===== src/rtl/trigger_scaler_x8_if.sv =====
// AXI4-Stream-style readout channel carrying per-channel hit counts from the
// trigger scaler to the rate monitor and threshold servo.
interface trigger_scaler_x8_if;
  logic [31:0] m_tdata;
  logic        m_tvalid;
  logic        m_tready;
  logic        m_tlast;

  modport master (output m_tdata, output m_tvalid, output m_tlast, input m_tready);
  modport slave  (input m_tdata, input m_tvalid, input m_tlast, output m_tready);
endinterface


===== src/rtl/trigger_scaler_x8.sv =====
// Counts per-channel threshold-crossing clocks over a programmable gate and
// streams the eight latched counts out as one 8-beat packet per gate.
module trigger_scaler_x8 #(
  parameter int CNT_BITS    = 16,
  parameter int PERIOD_BITS = 24
) (
  input  logic                   aclk,
  input  logic                   aresetn,
  input  logic [7:0][39:0]       dat_i,
  input  logic [4:0]             thresh_i,
  input  logic [PERIOD_BITS-1:0] period_i,
  input  logic                   enable_i,
  trigger_scaler_x8_if.master    axis,
  output logic                   overrun_o
);

  typedef enum logic {IDLE, SEND} state_e;

  localparam logic [CNT_BITS-1:0] CNT_MAX = '1;

  logic [7:0][39:0]         dat_q;
  logic                     en_q;
  logic [7:0][CNT_BITS-1:0] cnt_q, cnt_d, cntInc, cntSh_q;
  logic [7:0]               sat_q, sat_d, satInc, satSh_q, hit;
  logic [PERIOD_BITS-1:0]   gcnt_q, gcnt_d, gateLen_q, gateLen_d, effLen;
  logic                     gateEnd;
  state_e                   state_q;
  logic [2:0]               ch_q, chNext;
  logic [31:0]              tdata_q;
  logic                     tvalid_q, tlast_q, overrun_q;

  // -16 maps to 16: the 5-bit negate wraps to 5'b10000, read back as unsigned.
  function automatic logic [4:0] magOf(input logic [4:0] x);
    return x[4] ? (~x + 5'd1) : x;
  endfunction

  function automatic logic [31:0] beatOf(input logic [2:0] ch, input logic s,
                                         input logic [CNT_BITS-1:0] n);
    return {ch, s, 12'b0, 16'(n)};
  endfunction

  always_comb begin
    hit = '0;
    for (int c = 0; c < 8; c++) begin
      for (int k = 0; k < 8; k++) begin
        if (magOf(dat_q[c][5*k +: 5]) >= thresh_i) hit[c] = 1'b1;
      end
    end
  end

  // The gate length is taken from period_i on the first counted cycle of a gate,
  // so a one-cycle gate can end on the same cycle it starts.
  always_comb begin
    cntInc = cnt_q;
    satInc = sat_q;
    for (int c = 0; c < 8; c++) begin
      if (hit[c]) begin
        if (cnt_q[c] == CNT_MAX) satInc[c] = 1'b1;
        else                     cntInc[c] = cnt_q[c] + CNT_BITS'(1);
      end
    end

    effLen  = (gcnt_q == '0) ? ((period_i == '0) ? PERIOD_BITS'(1) : period_i) : gateLen_q;
    gateEnd = en_q && (gcnt_q == effLen - PERIOD_BITS'(1));

    cnt_d     = cnt_q;
    sat_d     = sat_q;
    gcnt_d    = gcnt_q;
    gateLen_d = gateLen_q;
    if (!en_q || gateEnd) begin
      cnt_d  = '0;
      sat_d  = '0;
      gcnt_d = '0;
      if (en_q) gateLen_d = effLen;
    end else begin
      cnt_d     = cntInc;
      sat_d     = satInc;
      gcnt_d    = gcnt_q + PERIOD_BITS'(1);
      gateLen_d = effLen;
    end
  end

  assign chNext = ch_q + 3'd1;

  always_ff @(posedge aclk or negedge aresetn) begin
    if (!aresetn) begin
      dat_q     <= '0;
      en_q      <= 1'b0;
      cnt_q     <= '0;
      sat_q     <= '0;
      gcnt_q    <= '0;
      gateLen_q <= '0;
      cntSh_q   <= '0;
      satSh_q   <= '0;
      state_q   <= IDLE;
      ch_q      <= 3'd0;
      tdata_q   <= '0;
      tvalid_q  <= 1'b0;
      tlast_q   <= 1'b0;
      overrun_q <= 1'b0;
    end else begin
      dat_q     <= dat_i;
      en_q      <= enable_i;
      cnt_q     <= cnt_d;
      sat_q     <= sat_d;
      gcnt_q    <= gcnt_d;
      gateLen_q <= gateLen_d;
      overrun_q <= gateEnd && (state_q == SEND);

      case (state_q)
        IDLE: begin
          if (gateEnd) begin
            cntSh_q  <= cntInc;
            satSh_q  <= satInc;
            ch_q     <= 3'd0;
            tdata_q  <= beatOf(3'd0, satInc[0], cntInc[0]);
            tvalid_q <= 1'b1;
            tlast_q  <= 1'b0;
            state_q  <= SEND;
          end
        end
        SEND: begin
          if (axis.m_tready) begin
            if (ch_q == 3'd7) begin
              ch_q     <= 3'd0;
              tdata_q  <= '0;
              tvalid_q <= 1'b0;
              tlast_q  <= 1'b0;
              state_q  <= IDLE;
            end else begin
              ch_q    <= chNext;
              tdata_q <= beatOf(chNext, satSh_q[chNext], cntSh_q[chNext]);
              tlast_q <= (chNext == 3'd7);
            end
          end
        end
      endcase
    end
  end

  assign axis.m_tdata  = tdata_q;
  assign axis.m_tvalid = tvalid_q;
  assign axis.m_tlast  = tlast_q;
  assign overrun_o     = overrun_q;

endmodule


===== src/flat_wrapper.sv =====
// flat-port wrapper written by rule: the top's interface ports become plain ports
module trigger_scaler_x8_flat 
#(
  parameter int CNT_BITS    = 16,
  parameter int PERIOD_BITS = 24
)
  (aclk, aresetn, dat_i, thresh_i, period_i, enable_i, overrun_o, axis_m_tdata, axis_m_tvalid, axis_m_tlast, axis_m_tready);
  trigger_scaler_x8_if axis_i ();
  input  logic aclk;
  input  logic aresetn;
  input  logic [7:0][39:0] dat_i;
  input  logic [4:0] thresh_i;
  input  logic [PERIOD_BITS-1:0] period_i;
  input  logic enable_i;
  output logic overrun_o;
  output wire logic [$bits(axis_i.m_tdata)-1:0] axis_m_tdata;
  output wire logic [$bits(axis_i.m_tvalid)-1:0] axis_m_tvalid;
  output wire logic [$bits(axis_i.m_tlast)-1:0] axis_m_tlast;
  input wire logic [$bits(axis_i.m_tready)-1:0] axis_m_tready;
  assign axis_m_tdata = axis_i.m_tdata;
  assign axis_m_tvalid = axis_i.m_tvalid;
  assign axis_m_tlast = axis_i.m_tlast;
  assign axis_i.m_tready = axis_m_tready;
  trigger_scaler_x8 #(.CNT_BITS(CNT_BITS), .PERIOD_BITS(PERIOD_BITS)) u_core (.aclk(aclk), .aresetn(aresetn), .dat_i(dat_i), .thresh_i(thresh_i), .period_i(period_i), .enable_i(enable_i), .axis(axis_i), .overrun_o(overrun_o));
endmodule

===== config.mk =====
export PLATFORM = sky130hd
export DESIGN_NAME = trigger_scaler_x8_flat
export DESIGN_NICKNAME = d
export VERILOG_FILES = /design/src/rtl/trigger_scaler_x8_if.sv /design/src/rtl/trigger_scaler_x8.sv /design/src/flat_wrapper.sv
export SDC_FILE = /design/constraint.sdc
export NUM_CORES = 1
export LEC_CHECK = 0
export ABC_CLOCK_PERIOD_IN_PS = 6440
export CAP_MARGIN = 20
export CORE_UTILIZATION = 58
export DETAILED_ROUTE_END_ITERATION = 12
export GPL_ROUTABILITY_DRIVEN = 0
export MAX_ROUTING_LAYER = met4
export PLACE_DENSITY = 0.88
export SYNTH_ARGS = -nofsm -noshare
export SYNTH_HDL_FRONTEND = slang
export SYNTH_SLANG_ARGS = --single-unit

===== constraint.sdc =====
create_clock -name aclk -period 6.44 [get_ports aclk]
set_input_delay 1.61 -clock aclk [delete_from_list [all_inputs] [get_ports aclk]]
set_output_delay 1.61 -clock aclk [all_outputs]
set_load 0.01 [all_outputs]

=== Word level (Yosys, flattened, before mapping) ===
Cells that the tools add are included.

* Equality and inequality tests: 15
* Add/subtract/negate cells: 75
* Bitwise logic cells: 65
* Reduce and logical (&&, ||, !) cells: 9
* Multiplexer cells: 191
* $lt $le $gt $ge: 65

{| class="wikitable"
|+ Operators with widths
! cell !! number
|-
| $add 5x1->5 const B || 64
|-
| $ge 5x5->1 || 64
|-
| $mux 5 || 64
|-
| $not 5->5 || 64
|-
| $mux 16 || 17
|-
| $add 16x1->16 const B || 8
|-
| $eq 16x16->1 const B || 8
|-
| $mux 128 || 1
|-
| $mux 24 || 5
|-
| $mux 32 || 3
|-
| $mux 1 || 90
|-
| $pmux 32 s2 || 1
|-
| $bmux 16 s3 || 1
|-
| $logic_not 24->1 || 2
|-
| $add 24x1->24 const B || 1
|-
| $eq 24x24->1 || 1
|-
| $sub 24x1->24 const B || 1
|-
| $mux 3 || 3
|-
| $mux 8 || 1
|-
| $eq 3x3->1 const B || 2
|-
| $pmux 1 s2 || 3
|-
| $pmux 3 s2 || 1
|-
| $lt 3x4->1 const B || 1
|-
| $ne 2x1->1 const B || 2
|-
| 9 further kinds || 12
|}

* Input bits: 353
* Word-level logic and storage cells: 455
* Bits in registers: 680
* Output and inout bits: 35

=== Depth between registers and ports, before layout ===
Gate-level depths: netlist (run 1).

* Depth after elaboration: 15
* Depth in mapped cells: 23
* Mapped depth without buffers: 17

=== Least setup slack after synthesis (run 1) ===
No wires, ideal clock.

* Path kind: input to register
* From: in period_i[9]
* To: reg u_core.tdata_q[31] (netlist: u_core.axis.m_tdata[31])
* Setup time: 0.120 ns
* Path buffers: 3
* Setup slack: 0.692 ns
* Required time: 6.320 ns
* Data arrival time: 5.628 ns
* Cell stages on the path: 17
* Cell sequence: nor4_2 nand2_1 nor4_1 o31ai_1 ha_1 nor3b_1 a21o_1 a211oi_2 nor3_1 nor4_1 nand4_1 or4_1 buf_2 or4_1 buf_2 buf_2 a31o_2

* Cells in the longest elaborated chain, start to end: 8

{| class="wikitable"
|+ Ends and longest elaborated chain
! item !! line !! text
|-
| start: declaration || flat_wrapper.sv:13 || <nowiki>input logic [PERIOD_BITS-1:0] period_i;</nowiki>
|-
| $logic_not 24->1 || trigger_scaler_x8.sv:63 || <nowiki>effLen = (gcnt_q == '0) ? ((period_i == '0) ? PERIOD_BITS'(1) : period_i) : gateLen_q;</nowiki>
|-
| $mux 24 (*) (2 in series) || trigger_scaler_x8.sv:63 ||
|-
| $sub 24x1->24 (*) || trigger_scaler_x8.sv:64 || <nowiki>gateEnd = en_q && (gcnt_q == effLen - PERIOD_BITS'(1));</nowiki>
|-
| $eq 24x24->1 (*) || trigger_scaler_x8.sv:64 ||
|-
| $logic_and 1x1->1 (*) || trigger_scaler_x8.sv:64 ||
|-
| $ne 2x1->1 (no source line) (*) || n/a ||
|-
| $reduce_and 2->1 (no source line) (*) || n/a ||
|-
| end signal: assignment || trigger_scaler_x8.sv:116 || <nowiki>tdata_q <= beatOf(3'd0, satInc[0], cntInc[0]);</nowiki>
|-
| end signal: assignment || trigger_scaler_x8.sv:132 || <nowiki>tdata_q <= beatOf(chNext, satSh_q[chNext], cntSh_q[chNext]);</nowiki>
|-
| end: declaration || trigger_scaler_x8.sv:29 || <nowiki>logic [31:0] tdata_q;</nowiki>
|}

Mark *: on every way between the ends. The rest lies on a longest branch, timed or not.
A chain may end at the register's enable or synchronous reset.

=== Final worst setup path (run 1) ===
* From: in period_i[1]
* To: reg u_core.cntSh_q[109] in the netlist's numbering

* Cells in the longest elaborated chain, start to end: 7

{| class="wikitable"
|+ Ends and longest elaborated chain
! item !! line !! text
|-
| $logic_not 24->1 || trigger_scaler_x8.sv:63 ||
|-
| $mux 24 (*) (2 in series) || trigger_scaler_x8.sv:63 ||
|-
| $sub 24x1->24 (*) || trigger_scaler_x8.sv:64 ||
|-
| $eq 24x24->1 (*) || trigger_scaler_x8.sv:64 ||
|-
| $logic_and 1x1->1 (*) || trigger_scaler_x8.sv:64 ||
|-
| $reduce_and 2->1 (no source line) (*) || n/a ||
|-
| end signal: assignment || trigger_scaler_x8.sv:113 || <nowiki>cntSh_q <= cntInc;</nowiki>
|-
| end: declaration || trigger_scaler_x8.sv:23 || <nowiki>logic [7:0][CNT_BITS-1:0] cnt_q, cnt_d, cntInc, cntSh_q;</nowiki>
|}

Marks and branches as above.

==> run summary, run 1 <==
Status: finished, final reports clean
Count of final setup violators: 0
Hold Fails Final Rpt: 0
Hold Path Class: reg2reg
Crit path from: period_i[1]
Post-Route WL: 97200 um
Root Buffer: clkbuf_16
Final ANT Viol Nets: 0
Simple-gate share of the synthesized area: 16.0%
Final Cell Area: 0.0446 sq mm
Cts hold-fix bufs: 0
Yosys warns: 0
CTS tree: built
Post-CTS Setup Repair Bufs: 0
Synth area leaders: dfrtp_1, ha_1, xnor2_1
Top FF cell, synth: dfrtp_1
WL/cell: 19.7 um
Full die area: 0.0647 sq mm
Fillers: 4188
Critical Path RT: 6950 ps
Final cycle utilization of the critical path: 94.1%
Die Ht: 254 um
Post-Place Worst Slack: -47.5 ps
Compound-Gate Fraction of Synth Area: 11.3%
CP arrival: 6570 ps
Slew margin rel.: 32.5%
Global-route wire length before repair: 157000 um
Synth area leader: dfrtp_1
Clock sink count: 665
Dpl hpwl: 67600 um
Post-route DRC: 0
Syn Inst Count: 3614
HP Start: u_core.cntSh_q[14]
Post-synth EDFFs: 0
Row cnt: 92
Max-cap violations: 0
Share of the synthesized area in the top cell type: 45.0%
Top-level I/O count: 388
RSZ-0062 raised after global routing: false
Die width: 254 um
Total Power Consumption: 10.6 mW
Post-cts gate resize count: 0
Reg-to-reg critical path startpoint: u_core.gcnt_q[0]
Clock latency on the worst-skew pair: 630 ps
Leak pwr: 20.6 nW
FMAX: 0.165 GHz
Mapped Area: 0.0369 sq mm
Drt via density: 5.96
Core area: 0.0630 sq mm
Clock transition at path regs: 70 ps
CP Launch Type: input pin
Total GRT Usage: 31.6%
Pwr per Cell Area: 238 mW/mm^2
Most common cell after layout, fill and taps aside: dfrtp_1
Worst Tran Pin Value: 1010 ps
Cell Area, Placed: 0.0421 sq mm
Combinational family with the most area after synthesis: simple AND/OR/NAND/NOR gates
Starting density of the core: 58.7%
Post-synthesis sequential area ratio: 45.0%
Largest net degree at the start of global routing: 148
CP Capture Type: flop
Post-Synth XOR/XNOR Area: 5.95%
Setup TNS: 0 ps
CTS HTree Levels: 3
Synth Area per Inst: 10.2 sq um
Crit path kind: in2reg
Netlist cell types: 85
Peak fanout along the critical path: 33
Vias in the first global route: 30300
Adder-cell share of the synthesized area: 13.5%
Layout cells sized above 1: 7.08%
Post-route setup slack: 381 ps
Slew Limit Fails: 0
Iter 0 DRT Violations: 2841
Area growth syn-to-layout: 20.8%
Final Critical Period: 6060 ps
Cts bufs inserted: 71
IO Port Bufs: 375
Remaining Overflow, GRT: 0
Layout Nets: 4779
Initial DRT Pass Iterations: 6
Commonest cells after routing, fill and taps aside: dfrtp_1, ha_1, clkdlybuf4s50_1, nor2_1, nand2_1
Yosys reg bits: 665
Vias: 29400
Initial antenna violation count: 8
Post-synthesis mux area share: 4.66%
Worst IR Drop VDD: 191 uV
FFs w/ async S/R, synth: 100%
Skew final: 16.4 ps
Clock Path Buffers: 3
Min Hold Slack: 478 ps
==> stage by stage <==
step,utilization [%],cells
5_1_grt,70.8,4938
3_3_place_gp,66.8,4799
3_5_place_dp,66.8,4799
2_1_floorplan,-,3625
4_1_cts,70.8,4928
6_report,70.8,4939
==> synth_stat cells, types with 54 or more instances <==
cell and n:
nand3_1 84, o21ai_0 177, dfrtp_1 665, clkbuf_1 65
and3_1 56, nor2_1 309, xnor2_1 197, a21o_1 97
nand2_1 263, o31ai_1 73, xor2_1 54, nand2b_1 148
ha_1 398, nor3_1 100, inv_1 193, a21oi_1 189
mux2i_1 65
==> per-layer routing <==
metal	global-route usage, %	part of all wire, %	wire [um]
met1	37.5	39	38100
met2	50.7	47	46200
met3	5.59	7.2	6960
met4	18.6	6.1	5950
met5	-	0	0
==> worst max-delay path: stages <==
cell and delay, ps:
clkdlybuf4s50_1 590, nor4_1 110, nand2_1 100, nor4_1 70, o31ai_1 270, ha_1 230
nor3b_1 520, and2_1 330, o221ai_1 150, mux2_1 300, nor4_1 360, o2111ai_1 140
or4_1 520, buf_4 210, nor3_2 240, buf_12 190, nand2_1 100, buf_12 220
o31ai_1 290
==> kinds of logic (layout without fill, tap and decap cells) <==
kind of cell	Yosys count	count (layout)
muxes	126	126
adders and majority gates	398	398
AOI/OAI and AO/OA	670	670
buffers and inverters	316	775
xor gates and xnor gates	251	251
other	1	21
and+or+nand+nor	1187	1187
DFF	665	665
==> state kept, by name, indices dropped and copies added (netlist names), 2 cells and up <==
signal	count
u_core.dat_q	320
u_core.cntSh_q	128
u_core.cnt_q	128
u_core.gateLen_q	24
u_core.gcnt_q	24
u_core.axis.m_tdata	18
u_core.satSh_q	8
u_core.sat_q	8
u_core.ch_q	2
==> where the power goes <==
part / leakage [nW] / switching, mW / total (mW) / internal [mW]
Clock: 1.23 / 1.78 / 4.41 / 2.63
Combinational: 11.0 / 0.862 / 1.66 / 0.800
Sequential: 8.40 / 0.192 / 4.55 / 4.35
==> worst paths after layout <==
kind	end	slack [ps]	cells past startpoint
max reg2reg	u_core.cntSh_q[109]	640	20
min	u_core.cntSh_q[14]	480	2
max	u_core.cntSh_q[109]	380	19
max in group asynchronous	u_core.cntSh_q[107]	4250	2
min in group asynchronous	u_core.dat_q[111]	950	1
min reg2reg	u_core.cntSh_q[14]	480	2
==> final cells by class <==
class / count / area (sq um) / area share [%]
diodes: 9 / 22.5 / 0.0505
inverters: 193 / 724 / 1.62
clock buffers: 93 / 2010 / 4.51
multi-input cells: 2644 / 19100 / 42.7
flip-flops and latches: 665 / 16600 / 37.3
well taps: 846 / 1060 / 2.37
clock inverters: 36 / 505 / 1.13
repair buffers: 453 / 4590 / 10.3
No activity file was read; power rests on OpenSTA's default activity.
==> run 2: changes to the inputs <==
Settings changed: ABC_CLOCK_PERIOD_IN_PS 6440 to 7300, CORE_UTILIZATION 58 to 60, PLACE_DENSITY 0.88 to 0.91.
Clock period 6.44 ns to 7.3 ns, I/O delays scaled along.
==> run 2 against run 1 <==
- wire length up 3.8%
- register-to-register slack better by 440 ps
- combinational power down 11%
- power down 12%
- sequential share of layout area up 0.30 points
- first-iteration DRC count up 6.8%
- largest power group unchanged
==> run summary, run 2 (synthesized netlist as in run 1, its figures left out) <==
Status: finished, final reports clean
R2R Setup Slk: 1080 ps (+440 ps)
Crit path capture: u_core.axis.m_tdata[13]
Root Buffer: clkbuf_16
Biggest regs: u_core.dat_q: 320 flops, u_core.cntSh_q: 128 flops, u_core.cnt_q: 128 flops
Crit path kind: in2reg
R2R Path End: u_core.axis.m_tdata[13]
Post-Place Worst Slack: -70.1 ps (-22.6 ps)
Hold Path Class: reg2reg
Remaining Overflow, GRT: 0 (unchanged)
Final Critical Period: 6930 ps
Global-route wire length before repair: 160000 um (+2.1%)
Full die area: 0.0626 sq mm (-3.3%)
Cts hold-fix bufs: 0 (unchanged)
Reg power frac: 42.8% (about the same)
Top reg by flops: u_core.dat_q
Drt via density: 6.18 (+3.6%)
Post-route DRC: 0 (unchanged)
Combinational power share: 15.8% (about the same)
CP cell instances: clkdlybuf4s50_1 -> nor4_1 -> nand2_1 -> nor4_1 -> o31ai_1 -> ha_1 -> nor3b_1 -> a21o_1 -> a211oi_2 -> nor3_1 -> nor4_1 -> nand4_1 -> or4_1 -> or4_1 -> buf_4 -> nor2_1 -> a311o_1
IO Port Bufs: 375 (unchanged)
Post-cts gate resize count: 0 (unchanged)
Clock Path Buffers: 3 (unchanged)
Switching power: 2.50 mW (-12%)
Sw frac: 26.6% (-0.040 points)
CP dominant cell by count: nor4_1
Worst R2R Path Depth: 17 (-15%)
Cts bufs inserted: 72 (+1.4%)
Top-level I/O count: 388 (unchanged)
Initial DRT Pass Iterations: 6 (unchanged)
CP Launch Type: input pin
Final core occ: 73.0% (+2.2 points)
Area growth syn-to-layout: 19.8%
FMAX: 0.144 GHz
Skew final: 33.7 ps (+17.3 ps)
CP Capture Type: flop
CP arrival: 7460 ps (+890 ps)
Slew Limit Fails: 0 (unchanged)
Final ANT Viol Nets: 0 (unchanged)
Post-CTS Setup Repair Bufs: 0 (unchanged)
Slowest stage delay, CP: 800 ps (+210 ps)
Worst-path cell with the longest stage delay: or4_1
Clock latency on the worst-skew pair: 620 ps (about the same)
Commonest cells after routing, fill and taps aside: dfrtp_1, ha_1, clkdlybuf4s50_1, nor2_1, nand2_1
Leak pwr: 20.4 nW (-0.73%)
Core area: 0.0606 sq mm (-3.8%)
Max-cap violations: 0 (unchanged)
Total GRT Usage: 33.2% (+1.5 points)
Post-Route WL: 101000 um (+3.8%)
Min Hold Slack: 483 ps (+5.03 ps)
Worst Tran Pin Value: 1130 ps (+116 ps)
Row cnt: 90 (-2.2%)
Largest net degree at the start of global routing: 174 (+18%)
Final cycle utilization of the critical path: 95.0%
CTS HTree Levels: 3 (unchanged)
Starting density of the core: 61.0% (+2.3 points)
Clock transition at path regs: 60 ps (about the same)
Largest register FFs: 320 (unchanged)
Pwr per Cell Area: 212 mW/mm^2 (-11%)
WL/cell: 20.8 um (+5.7%)
Vias in the first global route: 30500 (+0.70%)
Reg-to-reg critical path startpoint: u_core.gcnt_q[10]
Layout Nets: 4754 (-0.52%)
Die width: 250 um (-1.7%)
Clock sink count: 665 (unchanged)
Crit path from: period_i[2]
Vias: 30000 (+1.8%)
Layout cells sized above 1: 6.45% (-0.62 points)
Post-route setup slack: 368 ps (-12.5 ps)
Die Ht: 250 um (-1.7%)
Initial antenna violation count: 5 (-3)
Dpl hpwl: 69800 um (+3.2%)
RSZ-0062 raised after global routing: false
Count of final setup violators: 0 (unchanged)
CTS tree: built
Clock share of power: 41.4% (about the same)
Total Power Consumption: 9.38 mW (-12%)
Peak fanout along the critical path: 16 (-52%)
Critical Path RT: 7830 ps (+880 ps)
Hold Fails Final Rpt: 0 (unchanged)
Iter 0 DRT Violations: 3033 (+6.8%)
Slew margin rel.: 22.8% (-9.7 points)
Internal power: 6.88 mW (-12%)
Most common cell after layout, fill and taps aside: dfrtp_1
Worst IR Drop VDD: 184 uV (-3.6%)
==> run 2: cell count changes in the layout (fill, tap and decap cells not counted), moves of 2 or more <==
cell        previous run  this run
buf_12                20        13
buf_4                 58        39
clkbuf_1               8        12
clkbuf_16             72        74
clkbuf_8              13        15
clkinvlp_4             6         4
diode_2                9         7
inv_16                 2         0
==> run 2: worst min path at each step <==
stage / start / to / depth (start not counted)
2_1_floorplan: u_core.cntSh_q[109] / u_core.cntSh_q[109] / 2
3_3_place_gp: u_core.cntSh_q[92] / u_core.cntSh_q[92] / 2
3_5_place_dp: u_core.sat_q[6] / u_core.sat_q[6] / 2
4_1_cts: u_core.sat_q[6] / u_core.sat_q[6] / 2
5_1_grt: u_core.sat_q[6] / u_core.sat_q[6] / 2
6_report: u_core.sat_q[6] / u_core.sat_q[6] / 2
==> run 2: power groups by stage <==
stage	registers [mW]	clock network, mW	logic (mW)
final	4.02	3.89	1.48
after global routing	4.03	4.07	1.64
after CTS	4.01	3.91	1.47
after detailed placement	4.07	0	1.42
after global placement	4.06	0	1.35
after floorplan	4.02	0	0.865
==> run 2: final cells by class <==
class                   count  area [sq um]
clock buffers             101          2100
inverters                 193           724
multi-input cells        2644         19100
diodes                      7          17.5
well taps                 782           978
flip-flops and latches    665         16600
clock inverters            31           424
fillers                  3725         16300
repair buffers            427          4310
==> run 2: stage by stage <==
stage	instance area (sq um)	TNS, ps	instances
floorplan	37000	0	3625
global placement	41700	0	4710
detailed placement	41700	-659	4710
CTS	44200	0	4842
global route	44200	0	4848
finish	44300	0	4850
==> run 2: worst max-delay path: cells and delay by family <==
family,cells,cell delay [ps]
fa+ha+maj,1,290
buf+inv,2,780
compound gates,4,750
simple gates,10,3790
==> run 2: routing by layer <==
layer / vias to the layer above / share of wire [%] / track usage (%)
li1: 13500 / - / -
met1: 14500 / 38 / 38.9
met2: 1514 / 48 / 53.7
met3: 424 / 7.9 / 6.57
met4: 0 / 6.0 / 18.4
met5: - / 0 / -
